$ cat src/rtl/draw_scheduler.sv
// Draw command scheduler: FIFO of fill/line/symbol/swap commands executed one at a time,
// with a grant-based frame buffer write mux. Optional macro: DRAW_SCHEDULER_COLLISION_EN.
module draw_scheduler #(
    parameter int HOR_ACTIVE_PIXELS = 640,
    parameter int VER_ACTIVE_PIXELS = 480,
    parameter int SYMBOL_WIDTH      = 7,
    parameter int FIFO_DEPTH        = 8,
    parameter int X_WIDTH           = $clog2(HOR_ACTIVE_PIXELS),
    parameter int Y_WIDTH           = $clog2(VER_ACTIVE_PIXELS),
    parameter int ADDR_WIDTH        = $clog2(HOR_ACTIVE_PIXELS * VER_ACTIVE_PIXELS)
) (
    input  logic                    clk,
    input  logic                    rst_n,
    input  logic                    cmd_valid,
    output logic                    cmd_ready,
    input  logic [1:0]              cmd_op,
    input  logic [X_WIDTH-1:0]      cmd_x1,
    input  logic [X_WIDTH-1:0]      cmd_x2,
    input  logic [Y_WIDTH-1:0]      cmd_y1,
    input  logic [Y_WIDTH-1:0]      cmd_y2,
    input  logic [SYMBOL_WIDTH-1:0] cmd_symbol,
    input  logic                    cmd_cursor_left,
    input  logic                    cmd_cursor_right,
    output logic                    line_start,
    output logic                    symbol_start,
    output logic                    fill_start,
    input  logic                    line_ready,
    input  logic                    symbol_ready,
    input  logic                    fill_ready,
    output logic [X_WIDTH-1:0]      line_x1,
    output logic [Y_WIDTH-1:0]      line_y1,
    output logic [X_WIDTH-1:0]      line_x2,
    output logic [Y_WIDTH-1:0]      line_y2,
    output logic [X_WIDTH-1:0]      symbol_x,
    output logic [Y_WIDTH-1:0]      symbol_y,
    output logic [SYMBOL_WIDTH-1:0] symbol_symbol,
    output logic                    symbol_cursor_left,
    output logic                    symbol_cursor_right,
    input  logic                    line_write_enable,
    input  logic [ADDR_WIDTH-1:0]   line_write_addr,
    input  logic                    line_write_data,
    input  logic                    symbol_write_enable,
    input  logic [ADDR_WIDTH-1:0]   symbol_write_addr,
    input  logic                    symbol_write_data,
    input  logic                    fill_write_enable,
    input  logic [ADDR_WIDTH-1:0]   fill_write_addr,
    input  logic                    fill_write_data,
    output logic                    fb_write_enable,
    output logic [ADDR_WIDTH-1:0]   fb_write_addr,
    output logic                    fb_write_data,
    output logic                    swap,
    output logic                    idle,
    output logic                    collision
);

    localparam int PTR_W = $clog2(FIFO_DEPTH);
    localparam int CNT_W = PTR_W + 1;

    localparam logic [1:0] OP_FILL   = 2'd0;
    localparam logic [1:0] OP_LINE   = 2'd1;
    localparam logic [1:0] OP_SYMBOL = 2'd2;
    localparam logic [1:0] OP_SWAP   = 2'd3;

    typedef struct packed {
        logic [1:0]              op;
        logic [X_WIDTH-1:0]      x1;
        logic [X_WIDTH-1:0]      x2;
        logic [Y_WIDTH-1:0]      y1;
        logic [Y_WIDTH-1:0]      y2;
        logic [SYMBOL_WIDTH-1:0] symbol;
        logic                    cursor_left;
        logic                    cursor_right;
    } cmd_t;

    typedef enum logic [2:0] {
        ST_IDLE     = 3'd0,
        ST_LAUNCH   = 3'd1,
        ST_SETTLE   = 3'd2,
        ST_BUSY     = 3'd3,
        ST_SWAPWAIT = 3'd4
    } state_t;

    typedef enum logic [1:0] {
        G_NONE   = 2'd0,
        G_FILL   = 2'd1,
        G_LINE   = 2'd2,
        G_SYMBOL = 2'd3
    } grant_t;

    cmd_t             fifo_mem_q [FIFO_DEPTH];
    logic [PTR_W-1:0] wr_ptr_q;
    logic [PTR_W-1:0] rd_ptr_q;
    logic [CNT_W-1:0] count_q;
    logic [CNT_W-1:0] count_d;

    state_t state_q;
    grant_t grant_q;

    logic                    fill_start_q;
    logic                    line_start_q;
    logic                    symbol_start_q;
    logic                    swap_q;
    logic [X_WIDTH-1:0]      line_x1_q;
    logic [Y_WIDTH-1:0]      line_y1_q;
    logic [X_WIDTH-1:0]      line_x2_q;
    logic [Y_WIDTH-1:0]      line_y2_q;
    logic [X_WIDTH-1:0]      symbol_x_q;
    logic [Y_WIDTH-1:0]      symbol_y_q;
    logic [SYMBOL_WIDTH-1:0] symbol_symbol_q;
    logic                    symbol_cursor_left_q;
    logic                    symbol_cursor_right_q;

    cmd_t cmd_in_s;
    cmd_t head_s;
    logic empty_s;
    logic full_s;
    logic push_s;
    logic pop_s;
    logic tgt_ready_s;
    logic all_ready_s;

    assign cmd_in_s = {cmd_op, cmd_x1, cmd_x2, cmd_y1, cmd_y2, cmd_symbol,
                       cmd_cursor_left, cmd_cursor_right};
    assign head_s   = fifo_mem_q[rd_ptr_q];

    // Full/empty come only from the registered occupancy count, so cmd_ready never depends on a pop.
    assign empty_s   = (count_q == {CNT_W{1'b0}});
    assign full_s    = (count_q == CNT_W'(FIFO_DEPTH));
    assign cmd_ready = ~full_s;
    assign push_s    = cmd_valid & ~full_s;
    assign pop_s     = (state_q == ST_IDLE) & ~empty_s;

    // Occupancy next-state: simultaneous push and pop leave the count unchanged.
    always_comb begin
        count_d = count_q;
        case ({push_s, pop_s})
            2'b10:   count_d = count_q + CNT_W'(1);
            2'b01:   count_d = count_q - CNT_W'(1);
            default: count_d = count_q;
        endcase
    end

    // Command storage.
    always_ff @(posedge clk or negedge rst_n) begin
        if (!rst_n) begin
            for (int i = 0; i < FIFO_DEPTH; i++) begin
                fifo_mem_q[i] <= '0;
            end
        end else if (push_s) begin
            fifo_mem_q[wr_ptr_q] <= cmd_in_s;
        end
    end

    // FIFO pointers wrap naturally because FIFO_DEPTH is a power of two.
    always_ff @(posedge clk or negedge rst_n) begin
        if (!rst_n) begin
            wr_ptr_q <= {PTR_W{1'b0}};
            rd_ptr_q <= {PTR_W{1'b0}};
            count_q  <= {CNT_W{1'b0}};
        end else begin
            if (push_s) begin
                wr_ptr_q <= wr_ptr_q + PTR_W'(1);
            end
            if (pop_s) begin
                rd_ptr_q <= rd_ptr_q + PTR_W'(1);
            end
            count_q <= count_d;
        end
    end

    // Ready of the drawer currently owning the grant.
    always_comb begin
        tgt_ready_s = 1'b1;
        case (grant_q)
            G_FILL:   tgt_ready_s = fill_ready;
            G_LINE:   tgt_ready_s = line_ready;
            G_SYMBOL: tgt_ready_s = symbol_ready;
            default:  tgt_ready_s = 1'b1;
        endcase
    end

    assign all_ready_s = fill_ready & line_ready & symbol_ready;

    // Sequencer: pops one command, launches its drawer and waits for it to finish.
    always_ff @(posedge clk or negedge rst_n) begin
        if (!rst_n) begin
            state_q               <= ST_IDLE;
            grant_q               <= G_NONE;
            fill_start_q          <= 1'b0;
            line_start_q          <= 1'b0;
            symbol_start_q        <= 1'b0;
            swap_q                <= 1'b0;
            line_x1_q             <= {X_WIDTH{1'b0}};
            line_y1_q             <= {Y_WIDTH{1'b0}};
            line_x2_q             <= {X_WIDTH{1'b0}};
            line_y2_q             <= {Y_WIDTH{1'b0}};
            symbol_x_q            <= {X_WIDTH{1'b0}};
            symbol_y_q            <= {Y_WIDTH{1'b0}};
            symbol_symbol_q       <= {SYMBOL_WIDTH{1'b0}};
            symbol_cursor_left_q  <= 1'b0;
            symbol_cursor_right_q <= 1'b0;
        end else begin
            fill_start_q   <= 1'b0;
            line_start_q   <= 1'b0;
            symbol_start_q <= 1'b0;
            swap_q         <= 1'b0;
            case (state_q)
                ST_IDLE: begin
                    if (!empty_s) begin
                        line_x1_q             <= head_s.x1;
                        line_y1_q             <= head_s.y1;
                        line_x2_q             <= head_s.x2;
                        line_y2_q             <= head_s.y2;
                        symbol_x_q            <= head_s.x1;
                        symbol_y_q            <= head_s.y1;
                        symbol_symbol_q       <= head_s.symbol;
                        symbol_cursor_left_q  <= head_s.cursor_left;
                        symbol_cursor_right_q <= head_s.cursor_right;
                        case (head_s.op)
                            OP_FILL: begin
                                grant_q <= G_FILL;
                                state_q <= ST_LAUNCH;
                            end
                            OP_LINE: begin
                                grant_q <= G_LINE;
                                state_q <= ST_LAUNCH;
                            end
                            OP_SYMBOL: begin
                                grant_q <= G_SYMBOL;
                                state_q <= ST_LAUNCH;
                            end
                            OP_SWAP: begin
                                grant_q <= G_NONE;
                                state_q <= ST_SWAPWAIT;
                            end
                            default: begin
                                grant_q <= G_NONE;
                                state_q <= ST_IDLE;
                            end
                        endcase
                    end
                end
                ST_LAUNCH: begin
                    if (tgt_ready_s) begin
                        case (grant_q)
                            G_FILL:   fill_start_q   <= 1'b1;
                            G_LINE:   line_start_q   <= 1'b1;
                            G_SYMBOL: symbol_start_q <= 1'b1;
                            default:  fill_start_q   <= 1'b0;
                        endcase
                        state_q <= ST_SETTLE;
                    end
                end
                // Drawer still shows ready this cycle; it drops only after seeing start.
                ST_SETTLE: begin
                    state_q <= ST_BUSY;
                end
                ST_BUSY: begin
                    if (tgt_ready_s) begin
                        grant_q <= G_NONE;
                        state_q <= ST_IDLE;
                    end
                end
                ST_SWAPWAIT: begin
                    if (all_ready_s) begin
                        swap_q  <= 1'b1;
                        state_q <= ST_IDLE;
                    end
                end
                default: begin
                    grant_q <= G_NONE;
                    state_q <= ST_IDLE;
                end
            endcase
        end
    end

    // Frame buffer write port follows the granted drawer only.
    always_comb begin
        fb_write_enable = 1'b0;
        fb_write_addr   = {ADDR_WIDTH{1'b0}};
        fb_write_data   = 1'b0;
        case (grant_q)
            G_FILL: begin
                fb_write_enable = fill_write_enable;
                fb_write_addr   = fill_write_addr;
                fb_write_data   = fill_write_data;
            end
            G_LINE: begin
                fb_write_enable = line_write_enable;
                fb_write_addr   = line_write_addr;
                fb_write_data   = line_write_data;
            end
            G_SYMBOL: begin
                fb_write_enable = symbol_write_enable;
                fb_write_addr   = symbol_write_addr;
                fb_write_data   = symbol_write_data;
            end
            default: begin
                fb_write_enable = 1'b0;
                fb_write_addr   = {ADDR_WIDTH{1'b0}};
                fb_write_data   = 1'b0;
            end
        endcase
    end

`ifdef DRAW_SCHEDULER_COLLISION_EN
    logic foreign_we_s;
    logic collision_q;

    // A write attempt from any drawer not holding the grant.
    always_comb begin
        foreign_we_s = 1'b0;
        case (grant_q)
            G_FILL:   foreign_we_s = line_write_enable | symbol_write_enable;
            G_LINE:   foreign_we_s = fill_write_enable | symbol_write_enable;
            G_SYMBOL: foreign_we_s = fill_write_enable | line_write_enable;
            default:  foreign_we_s = fill_write_enable | line_write_enable | symbol_write_enable;
        endcase
    end

    // Sticky until the next reset.
    always_ff @(posedge clk or negedge rst_n) begin
        if (!rst_n) begin
            collision_q <= 1'b0;
        end else begin
            collision_q <= collision_q | foreign_we_s;
        end
    end

    assign collision = collision_q;
`else
    assign collision = 1'b0;
`endif

    assign fill_start          = fill_start_q;
    assign line_start          = line_start_q;
    assign symbol_start        = symbol_start_q;
    assign swap                = swap_q;
    assign idle                = empty_s & (state_q == ST_IDLE);
    assign line_x1             = line_x1_q;
    assign line_y1             = line_y1_q;
    assign line_x2             = line_x2_q;
    assign line_y2             = line_y2_q;
    assign symbol_x            = symbol_x_q;
    assign symbol_y            = symbol_y_q;
    assign symbol_symbol       = symbol_symbol_q;
    assign symbol_cursor_left  = symbol_cursor_left_q;
    assign symbol_cursor_right = symbol_cursor_right_q;

endmodule

$ cat config.mk
export PLATFORM = sky130hd
export DESIGN_NAME = draw_scheduler
export DESIGN_NICKNAME = d
export VERILOG_FILES = /design/src/rtl/draw_scheduler.sv
export SDC_FILE = /design/constraint.sdc
export NUM_CORES = 1
export LEC_CHECK = 0
export CAP_MARGIN = 20
export CORE_ASPECT_RATIO = 1.75
export CORE_MARGIN = 8
export CORE_UTILIZATION = 57
export CTS_BUF_LIST = sky130_fd_sc_hd__clkbuf_16
export DETAILED_ROUTE_END_ITERATION = 8
export PLACE_DENSITY = 0.8
export SYNTH_ARGS = -nofsm -noshare
export SYNTH_HDL_FRONTEND = slang
export SYNTH_SLANG_ARGS = --single-unit
$ cat constraint.sdc
create_clock -name clk -period 4.1 [get_ports clk]
set_clock_uncertainty 0.2 [all_clocks]
set_input_delay 0.82 -clock clk [delete_from_list [all_inputs] [get_ports clk]]
set_output_delay 0.82 -clock clk [all_outputs]
set_load 0.02 [all_outputs]
==> flow_metrics.py <==
metrics = {
    "place": {
        "post-place-ws_ps": 792.5,
        "io_buffers": 210,
        "place_congestion": 0.7402,
        "dpl.hpwl_mm": 28.63,
    },
    "route": {
        "top_layer": "met4",
        "ant_nets": 0,
        "routed_wl_mm": 45.78,
        "dr_total_vias": 11750,
        "vias_per_cell": 5.864,
        "drt_first_pass_iters": 7,
        "drt_iter0_drc": 629,
        "m1WireLength_mm": 18.61,
        "wire_per_inst_microns": 22.85,
        "routed-wl-met3_mm": 1.482,
        "dr_wl_met2_mm": 24.93,
        "drcViolationCount": 0,
    },
    "setup_path": {
        "critPathLaunchType": "register",
        "cp.arrival_ps": 2560,
        "crit_path_end_kind": "output port",
        "crit_path_max_fanout": 22,
        "critPathKind": "reg -> out",
        "rrSetupSlack_ps": 1230,
        "required_ps": 3080,
    },
    "synthesis": {
        "synth_top_cell_by_area": "dfrtp_1",
        "ys_types": 43,
        "ys_seq_area_share_pct": 55.10,
        "avgSynthCellArea_sq_um": 15.69,
        "synthArstFlopShare_pct": 100.0,
        "syn_inst": 1326,
        "synth_nets": 1450,
        "synth_top_area_share_pct": 55.10,
        "ys_ff_latch": 458,
        "synth_edf_count": 0,
        "syn_area_sq_um": 20800,
        "synthFlopType": "dfrtp_1",
        "yosys_warnings": 0,
        "synthTopCellsByArea": "dfrtp_1 55%, mux2_2 20%, mux4_2 11%, mux2i_1 2.3%, mux2_4 1.4%",
    },
    "final_layout": {
        "fillerInstances": 2522,
        "regArea_sq_um": 11470,
        "area_delta_synth_final_pct": 18.08,
        "most-common-layout-cells": "455 x dfrtp_1, 378 x mux2_2, 209 x clkdlybuf4s50_1, 98 x mux4_2, 59 x nand2_1",
        "finalNetCount": 1623,
        "multi_input_area_sq_um": 8645,
        "final_common_cell": "dfrtp_1",
        "drive_above_1_share_pct": 39.23,
    },
    "floorplan": {
        "coreArea_sq_um": 36030,
        "io_pins": 212,
        "initial_core_util_pct": 57.73,
        "fp-row-count": 92,
        "die_h_microns": 268.7,
        "die_w_microns": 160.4,
        "dieArea_sq_um": 43100,
    },
    "global_routing": {
        "track_usage_pct": 21.75,
        "grt_overflow_total": 0,
        "grt_max_degree": 111,
        "antenna_found_initial": 2,
        "grt_pass1_vias": 13090,
        "grt_pass1_wl_mm": 74.09,
    },
    "hold_path": {
        "hold_path_class": "reg -> reg",
    },
    "timing": {
        "fin_ws_ps": 519.1,
        "tightest_slew_ps": 997.2,
        "timing.final.hold_violations": 0,
        "setup_tns_ps": 0,
        "slew_headroom_pct": 33.52,
        "rsz0062_at_grt": "false",
        "slew_viol_final": 0,
        "period_share_pct": 87.34,
        "fmax_mhz": 279.3,
        "setup_viol_count_final": 0,
        "period_needed_ps": 3581,
    },
    "clocking": {
        "cts_buffers": 41,
        "cts.sinks": 458,
        "cts_tree": "done",
        "cts_setup_buffers": 0,
        "cts_buffer_depth": 3,
        "cts_root_buffer": "clkbuf_16",
        "htree_levels": 2,
        "clk_latency_ps": 540,
        "cts.reportedPaths.clkPinSlew_ps": 60,
    },
    "power": {
        "vdd_drop_max_mv": 0.5010,
        "power_density_nw_per_um2": 819.4,
        "leakage_nw": 10.46,
    },
    "outcome": {
        "status": "completed",
    },
    "flow_run": {
        "drv_cap": 0,
    },
}
==> flip-flops by register name, indices dropped and copies added (netlist names), 3 cells and up <==
register,count
fifo_mem_q,392
line_x2,10
symbol_x,10
line_y2,9
symbol_y,9
symbol_symbol,7
count_q,4
rd_ptr_q,3
state_q,3
wr_ptr_q,3
==> cell usage after synthesis (20+ instances only) <==
master / count
mux4_2: 98
mux2_4: 20
a22o_1: 21
mux2i_1: 47
mux2_2: 378
buf_2: 29
o21ai_0: 49
mux2_1: 20
clkbuf_1: 29
dfrtp_1: 458
buf_4: 35
nand2_1: 59
==> path summary, 6_finish.rpt <==
kind                            start                 to  cells past startpoint
hold / removal             line_x2[7]         line_x2[7]                      2
setup reg to reg           count_q[0]         count_q[2]                     10
hold reg to reg            line_x2[7]         line_x2[7]                      2
max in group asynchronous       rst_n    fifo_mem_q[334]                      3
setup / recovery           grant_q[0]  fb_write_addr[10]                      5
min in group asynchronous       rst_n     fifo_mem_q[53]                      2
==> timing repair <==
action / CTS / global route
endpoints found under the hold margin: 24 / 0
endpoints found under the setup margin: 0 / 0
resized for setup: 0 / 0
hold buffers: 1 / 0
==> final cells by class <==
class	count	area share [%]
Tap cell	470	2.394
Antenna cell	2	0.02038
Clock inverter	33	1.136
Clock buffer	43	4.381
Timing Repair Buffer	241	10.10
Sequential cell	458	46.71
Inverter	4	0.06113
Multi-Input combinational cell	753	35.20
==> report_power, final <==
part	internal, W	total, W	switching [W]
logic	0.00476	0.00805	0.00330
registers	0.00678	0.00820	0.00141
clock network	0.00222	0.00388	0.00166
total	0.0138	0.0201	0.00637
==> worst max-delay path, cell delays in order, from the launching register on <==
cell             delay, ps
dfrtp_1                390
buf_4                  310
nor2b_1                200
buf_4                  280
a22o_1                 220
clkdlybuf4s50_1        620
==> layer usage <==
layer	GRT usage, %	vias up
met5	0	-
met1	26.57	6316
met4	5.451	0
li1	-	5209
met2	40.02	184
met3	2.965	42
==> kinds of logic after synthesis <==
group,Yosys count,share of synthesized area (%)
compound gates,75,2.250
flops,458,55.10
mux,563,35.87
fa+ha+maj,6,0.3609
simple gates,99,2.581
other cells,1,0.01803
xor+xnor,9,0.3790
buf+inv,115,3.441
==> stage by stage <==
step	utilization (%)	cell area (sq um)	power [W]	hold slack, ps	instances
2_1_floorplan	-	20800	0.01400	256.6	1326
3_3_place_gp	64.36	23190	0.01600	263.6	1925
3_5_place_dp	64.36	23190	0.01642	271.0	1925
4_1_cts	68.15	24550	0.02036	285.4	2002
5_1_grt	68.17	24560	0.02131	306.3	2004
6_report	68.17	24560	0.02012	276.3	2004
(Power assumes the default switching activity.)
